[src/rtl/cpu_ctrl_pkg.sv]
// Shared opcode, state and ALU-op encodings for the multi-cycle controller.
// Also holds the opcode-class decode used by the FSM.
package cpu_ctrl_pkg;

  localparam logic [3:0] OP_LD     = 4'd0;
  localparam logic [3:0] OP_ST     = 4'd1;
  localparam logic [3:0] OP_ALU_LO = 4'd2;
  localparam logic [3:0] OP_ALU_HI = 4'd10;
  localparam logic [3:0] OP_BEQ    = 4'd11;
  localparam logic [3:0] OP_BNE    = 4'd12;
  localparam logic [3:0] OP_JMP    = 4'd13;

  localparam logic [1:0] ALU_OP_RTYPE  = 2'b00;
  localparam logic [1:0] ALU_OP_BRANCH = 2'b01;
  localparam logic [1:0] ALU_OP_ADDR   = 2'b10;

  typedef enum logic [2:0] {
    S_IDLE   = 3'd0,
    S_FETCH  = 3'd1,
    S_DECODE = 3'd2,
    S_EXEC   = 3'd3,
    S_MEM    = 3'd4,
    S_WB     = 3'd5,
    S_HALT   = 3'd6
  } state_e;

  typedef enum logic [2:0] {
    C_LD, C_ST, C_ALU, C_BEQ, C_BNE, C_JMP, C_ILL
  } op_class_e;

  function automatic op_class_e op_class(
    input logic [3:0] op
  );
    op_class_e c;
    c = C_ILL;
    unique case (1'b1)
      (op == OP_LD):  c = C_LD;
      (op == OP_ST):  c = C_ST;
      (op >= OP_ALU_LO &&
       op <= OP_ALU_HI): c = C_ALU;
      (op == OP_BEQ): c = C_BEQ;
      (op == OP_BNE): c = C_BNE;
      (op == OP_JMP): c = C_JMP;
      default:        c = C_ILL;
    endcase
    return c;
  endfunction

endpackage

[src/rtl/multicycle_ctrl_fsm_if.sv]
// Controller <-> datapath bundle: opcode/mem handshake in, strobes out.
// Optional illegal_op line exists only with ILLEGAL_OP_TRAP_EN.
interface multicycle_ctrl_fsm_if #(
  parameter int RETIRE_W = 16
) ();

  logic [3:0]          opcode;
  logic                mem_ready;
  logic                ir_write;
  logic                pc_write;
  logic                jump;
  logic                beq;
  logic                bne;
  logic                mem_read;
  logic                mem_write;
  logic                alu_src;
  logic                reg_dst;
  logic                mem_to_reg;
  logic                reg_write;
  logic [1:0]          alu_op;
  logic [2:0]          state;
  logic                busy;
  logic                halted;
  logic                mem_timeout;
  logic [RETIRE_W-1:0] retired;
`ifdef ILLEGAL_OP_TRAP_EN
  logic                illegal_op;

  modport master (
    input  opcode, mem_ready,
    output ir_write, pc_write, jump,
    output beq, bne, mem_read,
    output mem_write, alu_src,
    output reg_dst, mem_to_reg,
    output reg_write, alu_op, state,
    output busy, halted, mem_timeout,
    output retired, illegal_op
  );

  modport slave (
    output opcode, mem_ready,
    input  ir_write, pc_write, jump,
    input  beq, bne, mem_read,
    input  mem_write, alu_src,
    input  reg_dst, mem_to_reg,
    input  reg_write, alu_op, state,
    input  busy, halted, mem_timeout,
    input  retired, illegal_op
  );
`else
  modport master (
    input  opcode, mem_ready,
    output ir_write, pc_write, jump,
    output beq, bne, mem_read,
    output mem_write, alu_src,
    output reg_dst, mem_to_reg,
    output reg_write, alu_op, state,
    output busy, halted, mem_timeout,
    output retired
  );

  modport slave (
    output opcode, mem_ready,
    input  ir_write, pc_write, jump,
    input  beq, bne, mem_read,
    input  mem_write, alu_src,
    input  reg_dst, mem_to_reg,
    input  reg_write, alu_op, state,
    input  busy, halted, mem_timeout,
    input  retired
  );
`endif

endinterface

[src/rtl/multicycle_ctrl_fsm_mem_wait_timer.sv]
// MEM-state wait counter: loads 1 on MEM entry, counts each MEM cycle,
// flags when the current MEM cycle is number MAX.
module mem_wait_timer #(
  parameter int MAX = 15
) (
  input  logic clk,
  input  logic rst_n,
  input  logic load,
  input  logic en,
  output logic expired
);

  logic [7:0] cnt_q, cnt_d;

  assign expired = (cnt_q == 8'(MAX));

  always_comb begin
    cnt_d = cnt_q;
    if (load)
      cnt_d = 8'd1;
    else if (en && !expired)
      cnt_d = cnt_q + 8'd1;
  end

  always_ff @(posedge clk or negedge rst_n) begin
    if (!rst_n) cnt_q <= '0;
    else        cnt_q <= cnt_d;
  end

endmodule

[src/rtl/multicycle_ctrl_fsm.sv]
// Multi-cycle control FSM: FETCH/DECODE/EXEC/MEM/WB with MEM timeout.
// Build option ILLEGAL_OP_TRAP_EN: opcodes 1110/1111 halt instead of NOP.
module multicycle_ctrl_fsm
  import cpu_ctrl_pkg::*;
#(
  parameter int MEM_WAIT_MAX = 15,
  parameter int RETIRE_W     = 16
) (
  input  logic clk,
  input  logic rst_n,
  input  logic run,
  multicycle_ctrl_fsm_if.master dp
);

  state_e              state_q, state_d;
  logic [3:0]          opcode_q, opcode_d;
  logic                mem_to_q, mem_to_d;
  logic [RETIRE_W-1:0] retired_q, retired_d;
  op_class_e           cls;
  state_e              exit_st;
  logic                tmr_load, tmr_exp;
  logic                ir_write, pc_write;
  logic                jump, beq, bne;
  logic                mem_read, mem_write;
  logic                alu_src, reg_dst;
  logic                mem_to_reg, reg_write;
  logic [1:0]          alu_op;
`ifdef ILLEGAL_OP_TRAP_EN
  logic                ill_q, ill_d;
`endif

  assign cls      = op_class(opcode_q);
  assign exit_st  = run ? S_FETCH : S_IDLE;
  assign tmr_load = (state_q != S_MEM) &&
                    (state_d == S_MEM);

  mem_wait_timer #(
    .MAX (MEM_WAIT_MAX)
  ) u_timer (
    .clk     (clk),
    .rst_n   (rst_n),
    .load    (tmr_load),
    .en      (state_q == S_MEM),
    .expired (tmr_exp)
  );

  always_comb begin
    state_d    = state_q;
    opcode_d   = opcode_q;
    mem_to_d   = mem_to_q;
    ir_write   = 1'b0;
    pc_write   = 1'b0;
    jump       = 1'b0;
    beq        = 1'b0;
    bne        = 1'b0;
    mem_read   = 1'b0;
    mem_write  = 1'b0;
    alu_src    = 1'b0;
    reg_dst    = 1'b0;
    mem_to_reg = 1'b0;
    reg_write  = 1'b0;
    alu_op     = ALU_OP_RTYPE;
`ifdef ILLEGAL_OP_TRAP_EN
    ill_d      = ill_q;
`endif
    unique case (state_q)
      S_IDLE: if (run) state_d = S_FETCH;
      S_FETCH: begin
        ir_write = 1'b1;
        state_d  = S_DECODE;
      end
      S_DECODE: begin
        opcode_d = dp.opcode;
        state_d  = S_EXEC;
      end
      S_EXEC: begin
        unique case (cls)
          C_LD, C_ST: begin
            alu_src = 1'b1;
            alu_op  = ALU_OP_ADDR;
            state_d = S_MEM;
          end
          C_ALU: state_d = S_WB;
          C_BEQ: begin
            beq      = 1'b1;
            alu_op   = ALU_OP_BRANCH;
            pc_write = 1'b1;
            state_d  = exit_st;
          end
          C_BNE: begin
            bne      = 1'b1;
            alu_op   = ALU_OP_BRANCH;
            pc_write = 1'b1;
            state_d  = exit_st;
          end
          C_JMP: begin
            jump     = 1'b1;
            pc_write = 1'b1;
            state_d  = exit_st;
          end
          default: begin
`ifdef ILLEGAL_OP_TRAP_EN
            ill_d    = 1'b1;
            state_d  = S_HALT;
`else
            pc_write = 1'b1;
            state_d  = exit_st;
`endif
          end
        endcase
      end
      S_MEM: begin
        alu_src   = 1'b1;
        alu_op    = ALU_OP_ADDR;
        mem_read  = (cls == C_LD);
        mem_write = (cls == C_ST);
        // ready on the limit cycle still wins
        if (dp.mem_ready) begin
          if (cls == C_ST) begin
            pc_write = 1'b1;
            state_d  = exit_st;
          end else begin
            state_d  = S_WB;
          end
        end else if (tmr_exp) begin
          mem_to_d = 1'b1;
          state_d  = S_HALT;
        end
      end
      S_WB: begin
        reg_write  = 1'b1;
        pc_write   = 1'b1;
        mem_to_reg = (cls == C_LD);
        reg_dst    = (cls == C_ALU);
        state_d    = exit_st;
      end
      S_HALT: state_d = S_HALT;
      default: state_d = S_IDLE;
    endcase
    retired_d = retired_q + RETIRE_W'(pc_write);
  end

  always_ff @(posedge clk or negedge rst_n) begin
    if (!rst_n) begin
      state_q   <= S_IDLE;
      opcode_q  <= '0;
      mem_to_q  <= 1'b0;
      retired_q <= '0;
`ifdef ILLEGAL_OP_TRAP_EN
      ill_q     <= 1'b0;
`endif
    end else begin
      state_q   <= state_d;
      opcode_q  <= opcode_d;
      mem_to_q  <= mem_to_d;
      retired_q <= retired_d;
`ifdef ILLEGAL_OP_TRAP_EN
      ill_q     <= ill_d;
`endif
    end
  end

  assign dp.ir_write    = ir_write;
  assign dp.pc_write    = pc_write;
  assign dp.jump        = jump;
  assign dp.beq         = beq;
  assign dp.bne         = bne;
  assign dp.mem_read    = mem_read;
  assign dp.mem_write   = mem_write;
  assign dp.alu_src     = alu_src;
  assign dp.reg_dst     = reg_dst;
  assign dp.mem_to_reg  = mem_to_reg;
  assign dp.reg_write   = reg_write;
  assign dp.alu_op      = alu_op;
  assign dp.state       = state_q;
  assign dp.busy        = (state_q != S_IDLE) &&
                          (state_q != S_HALT);
  assign dp.halted      = (state_q == S_HALT);
  assign dp.mem_timeout = mem_to_q;
  assign dp.retired     = retired_q;
`ifdef ILLEGAL_OP_TRAP_EN
  assign dp.illegal_op  = ill_q;
`endif

endmodule
[src/flat_wrapper.sv]
// flat-port wrapper written by rule: the top's interface ports become plain ports
module multicycle_ctrl_fsm_flat import cpu_ctrl_pkg::*;
#(
  parameter int MEM_WAIT_MAX = 15,
  parameter int RETIRE_W     = 16
)
  (clk, rst_n, run, dp_opcode, dp_mem_ready, dp_ir_write, dp_pc_write, dp_jump, dp_beq, dp_bne, dp_mem_read, dp_mem_write, dp_alu_src, dp_reg_dst, dp_mem_to_reg, dp_reg_write, dp_alu_op, dp_state, dp_busy, dp_halted, dp_mem_timeout, dp_retired);
  multicycle_ctrl_fsm_if #(.RETIRE_W(RETIRE_W)) dp_i ();
  input  logic clk;
  input  logic rst_n;
  input  logic run;
  input wire logic [$bits(dp_i.opcode)-1:0] dp_opcode;
  input wire logic [$bits(dp_i.mem_ready)-1:0] dp_mem_ready;
  output wire logic [$bits(dp_i.ir_write)-1:0] dp_ir_write;
  output wire logic [$bits(dp_i.pc_write)-1:0] dp_pc_write;
  output wire logic [$bits(dp_i.jump)-1:0] dp_jump;
  output wire logic [$bits(dp_i.beq)-1:0] dp_beq;
  output wire logic [$bits(dp_i.bne)-1:0] dp_bne;
  output wire logic [$bits(dp_i.mem_read)-1:0] dp_mem_read;
  output wire logic [$bits(dp_i.mem_write)-1:0] dp_mem_write;
  output wire logic [$bits(dp_i.alu_src)-1:0] dp_alu_src;
  output wire logic [$bits(dp_i.reg_dst)-1:0] dp_reg_dst;
  output wire logic [$bits(dp_i.mem_to_reg)-1:0] dp_mem_to_reg;
  output wire logic [$bits(dp_i.reg_write)-1:0] dp_reg_write;
  output wire logic [$bits(dp_i.alu_op)-1:0] dp_alu_op;
  output wire logic [$bits(dp_i.state)-1:0] dp_state;
  output wire logic [$bits(dp_i.busy)-1:0] dp_busy;
  output wire logic [$bits(dp_i.halted)-1:0] dp_halted;
  output wire logic [$bits(dp_i.mem_timeout)-1:0] dp_mem_timeout;
  output wire logic [$bits(dp_i.retired)-1:0] dp_retired;
  assign dp_i.opcode = dp_opcode;
  assign dp_i.mem_ready = dp_mem_ready;
  assign dp_ir_write = dp_i.ir_write;
  assign dp_pc_write = dp_i.pc_write;
  assign dp_jump = dp_i.jump;
  assign dp_beq = dp_i.beq;
  assign dp_bne = dp_i.bne;
  assign dp_mem_read = dp_i.mem_read;
  assign dp_mem_write = dp_i.mem_write;
  assign dp_alu_src = dp_i.alu_src;
  assign dp_reg_dst = dp_i.reg_dst;
  assign dp_mem_to_reg = dp_i.mem_to_reg;
  assign dp_reg_write = dp_i.reg_write;
  assign dp_alu_op = dp_i.alu_op;
  assign dp_state = dp_i.state;
  assign dp_busy = dp_i.busy;
  assign dp_halted = dp_i.halted;
  assign dp_mem_timeout = dp_i.mem_timeout;
  assign dp_retired = dp_i.retired;
  multicycle_ctrl_fsm #(.MEM_WAIT_MAX(MEM_WAIT_MAX), .RETIRE_W(RETIRE_W)) u_core (.clk(clk), .rst_n(rst_n), .run(run), .dp(dp_i));
endmodule
[config.mk]
export PLATFORM = sky130hd
export DESIGN_NAME = multicycle_ctrl_fsm_flat
export DESIGN_NICKNAME = d
export VERILOG_FILES = /design/src/rtl/cpu_ctrl_pkg.sv /design/src/rtl/multicycle_ctrl_fsm_if.sv /design/src/rtl/multicycle_ctrl_fsm_mem_wait_timer.sv /design/src/rtl/multicycle_ctrl_fsm.sv /design/src/flat_wrapper.sv
export SDC_FILE = /design/constraint.sdc
export NUM_CORES = 1
export LEC_CHECK = 0
export ABC_AREA = 0
export CAP_MARGIN = 20
export CORE_UTILIZATION = 48
export DETAILED_ROUTE_END_ITERATION = 6
export HOLD_SLACK_MARGIN = 0.12
export PLACE_DENSITY_LB_ADDON = 0.1
export SKIP_CTS_REPAIR_TIMING = 1
export SLEW_MARGIN = 10
export SYNTH_ARGS = -nofsm -noshare
export SYNTH_HDL_FRONTEND = slang
export SYNTH_HIERARCHICAL = 1
export SYNTH_SLANG_ARGS = --single-unit
[constraint.sdc]
create_clock -name clk -period 2.6 [get_ports clk]
set_input_delay 0.39 -clock clk [delete_from_list [all_inputs] [get_ports clk]]
set_output_delay 0.39 -clock clk [all_outputs]
set_load 0.03 [all_outputs]
==> results.sh <==
export IMPL_drv_cap=0
export IMPL_drt_iter0_drc=93
export IMPL_drive_gt1_share_pct=11.21
export IMPL_criticalPathCategory="reg2out"
export IMPL_yosysSeqAreaShare_pct=47.06
export IMPL_power_density_mw_per_mm2=877.9
export IMPL_crit_required_ps=2210
export IMPL_vias_per_cell=5.819
export IMPL_max_stage_delay_ps=670
export IMPL_gr_total_overflow=0
export IMPL_io_pins=43
export IMPL_cts_tree="built"
export IMPL_cts_max_level=2
export IMPL_period_minus_slack_ps=2484
export IMPL_setup_violations=0
export IMPL_grt_pass1_vias=1390
export IMPL_clk_pin_slew_ps=90
export IMPL_busiest_layer="met2"
export IMPL_synth_nets=180
export IMPL_yosys_top_cells_area="dfrtp_1 (47%), xor2_1 (4.6%), a21oi_1 (2.9%), nand3_1 (2.9%), xnor2_1 (2.6%)"
export IMPL_grt_max_degree=33
export IMPL_slew_headroom_pct=60.85
export IMPL_yosys_area_top_type_share_pct=47.06
export IMPL_cts_buffers=5
export IMPL_yosysTopAreaCell="dfrtp_1"
export IMPL_cp_top_family="buffers and inverters"
export IMPL_synth_area_mm2=0.001702
export IMPL_hpwl_um=2724
export IMPL_critPathArrivalTime_ps=2090
export IMPL_grt_usage_pct=22.33
export IMPL_worstMarginPinSlew_ps=585.0
export IMPL_antenna_found_initial=0
export IMPL_dr_pass1_iters=4
export IMPL_synth_async_reset_ratio_pct=100.0
export IMPL_nets=227
export IMPL_drc=0
export IMPL_die_width_um=61.54
export IMPL_drtAntennaViolNets=0
export IMPL_crit_path_end_kind="output port"
export IMPL_rsz0062_at_grt="false"
export IMPL_synth_cell_types=48
export IMPL_die_h_um=61.54
export IMPL_grtUsageMet2_pct=35.64
export IMPL_postSynthCellCount=169
export IMPL_cp_max_fo=9
export IMPL_p_leak_nw=1.144
export IMPL_r2r_cells=8
export IMPL_drv_slew=0
export IMPL_crit_chain="or3b_2, nor2_1, clkdlybuf4s50_1"
export IMPL_max_freq_ghz=0.4026
export IMPL_start_util_pct=50.60
export IMPL_vias=1513
export IMPL_ys_ff_latch=32
export IMPL_n_fill_cell=298
export IMPL_clock_sinks=32
export IMPL_area_growth_pct=32.35
export IMPL_cts_buffer_depth=2
export IMPL_dpl_cell_area_mm2=0.002190
export IMPL_hp_class="in2async"
export IMPL_cts_root_buf="clkbuf_4"
export IMPL_core_area_mm2=0.003363
export IMPL_place_gp_congestion=0.8880
export IMPL_crit_buf_inv=1
export IMPL_clkLatencyLatePin_ps=320
export IMPL_port_buffers=42
export IMPL_row_count=21
export IMPL_routed_wl_um=3715
export IMPL_setup_tns_ps=0
export IMPL_post_route_period_util_pct=95.52
export IMPL_synth_edf_count=0
export IMPL_crit_slowest_cell="clkdlybuf4s50_1"
export IMPL_timing_rr_end="u_core/dp.retired[14]"
export IMPL_grt_met1_usage_pct=27.07
export IMPL_clock_skew_ps=7.411
export IMPL_finalInstanceArea_mm2=0.002252
export IMPL_critPathLaunchType="flip-flop"
export IMPL_peakVddDrop_mv=0.6389
export IMPL_synthFlopType="dfrtp_1"
export IMPL_hold_viol=0
export IMPL_r2r_slack_ps=270
export IMPL_routedWlPerCell_um=14.29
export IMPL_grt_pass1_wl_um=6085
export IMPL_synth_avg_cell_area_um2=10.07
export IMPL_status="finished, final reports clean"
export IMPL_globalRouteMet3Util_pct=7.773
export IMPL_post_route_util_pct=66.96
export IMPL_die_area_mm2=0.003787
export IMPL_yosys_warnings=6
export IMPL_n_antenna_cell=0
export IMPL_reg2reg_from="u_core/opcode_q[1]"
-- flip-flops by register name, summed over array words and instances, names as in the netlist --
name	flops
u_core/opcode_q	4
u_core/dp.state	3
u_core/dp.mem_timeout	1
u_core/u_timer/cnt_q	8
u_core/dp.retired	16
-- report_power, final --
| group | leakage, nW | switching, W | internal [W] |
|---|---|---|---|
| clock | 0.0230 | 0.000152 | 0.0000902 |
| sequential | 0.412 | 0.000178 | 0.000614 |
| combinational | 0.708 | 0.000523 | 0.000420 |
-- layer usage --
layer	vias up	share of wire [%]
met5	-	0
met4	0	1.6
met1	730	43
met3	8	6.6
li1	703	-
met2	72	49
-- stage by stage --
stage / power, W / std cells / setup WS, ps / hold slack [ps]
3_3_place_gp: 0.001712 / 255 / 191.8 / 450.6
6_report: 0.001977 / 260 / 116.4 / 450.6
5_1_grt: 0.002115 / 260 / 7.648 / 488.0
4_1_cts: 0.001990 / 260 / -38.23 / 452.7
3_5_place_dp: 0.001742 / 255 / 116.4 / 460.6
2_1_floorplan: 0.001397 / 169 / 129.4 / 94.41
-- cell usage in the layout, fill, tap and decap left out, drive strengths merged, types with 2 or more instances in the layout --
master | netlist | routed
a21oi | 10 | 10
and3 | 2 | 2
buf | 4 | 4
clkbuf | 2 | 5
clkdlybuf4s50 | 0 | 32
dfrtp | 32 | 32
dlymetal6s2s | 0 | 10
ha | 3 | 3
inv | 9 | 9
mux2 | 3 | 3
mux2i | 2 | 2
nand2 | 5 | 5
nand2b | 6 | 6
nand3 | 10 | 10
nand3b | 4 | 4
nand4 | 6 | 6
nor2 | 9 | 9
nor2b | 3 | 3
nor3 | 8 | 8
nor3b | 3 | 3
nor4 | 5 | 5
o21ai | 8 | 8
or3 | 4 | 4
xnor2 | 5 | 5
xor2 | 9 | 9
-- logic make-up after synthesis --
family,synth area share [%]
simple gates,26.03
flops,47.06
compound gates,10.81
buf+inv,3.529
xor+xnor,7.206
mux,3.162
fa+ha+maj,2.206
-- worst max-delay path by stage --
stage	end	depth (start not counted)	slack, ps	startpoint
4_1_cts	dp_mem_read	3	-40	u_core/opcode_q[1]
3_3_place_gp	u_core/dp.retired[14]	8	190	dp_mem_ready
6_report	dp_bne	3	120	u_core/opcode_q[0]
3_5_place_dp	u_core/dp.retired[14]	8	120	dp_mem_ready
5_1_grt	dp_bne	3	8	u_core/opcode_q[0]
2_1_floorplan	u_core/dp.retired[14]	8	130	u_core/dp.state[2]
-- synthesized netlist by cell type, types with 2 or more instances --
cell / count
dfrtp_1: 32
a21oi_1: 10
nand3_1: 10
nor2_1: 9
xor2_1: 9
inv_1: 8
nor3_1: 8
o21ai_0: 7
nand2b_1: 6
nand2_1: 5
nand4_1: 5
xnor2_1: 5
nand3b_1: 4
nor4_1: 4
or3_1: 4
buf_2: 3
ha_1: 3
mux2_2: 3
clkbuf_1: 2
mux2i_1: 2
nor2b_1: 2
nor3b_1: 2
-- area by class of cell --
type | count | area (µm²) | share of cell area, %
clock buffer | 5 | 37.54 | 1.667
multi-input combinational | 122 | 847.1 | 37.61
inverter | 9 | 33.78 | 1.500
sequential | 32 | 800.8 | 35.56
timing repair buffer | 46 | 475.5 | 21.11
tap | 46 | 57.56 | 2.556
Note: power is estimated with default switching activity, not from simulation.
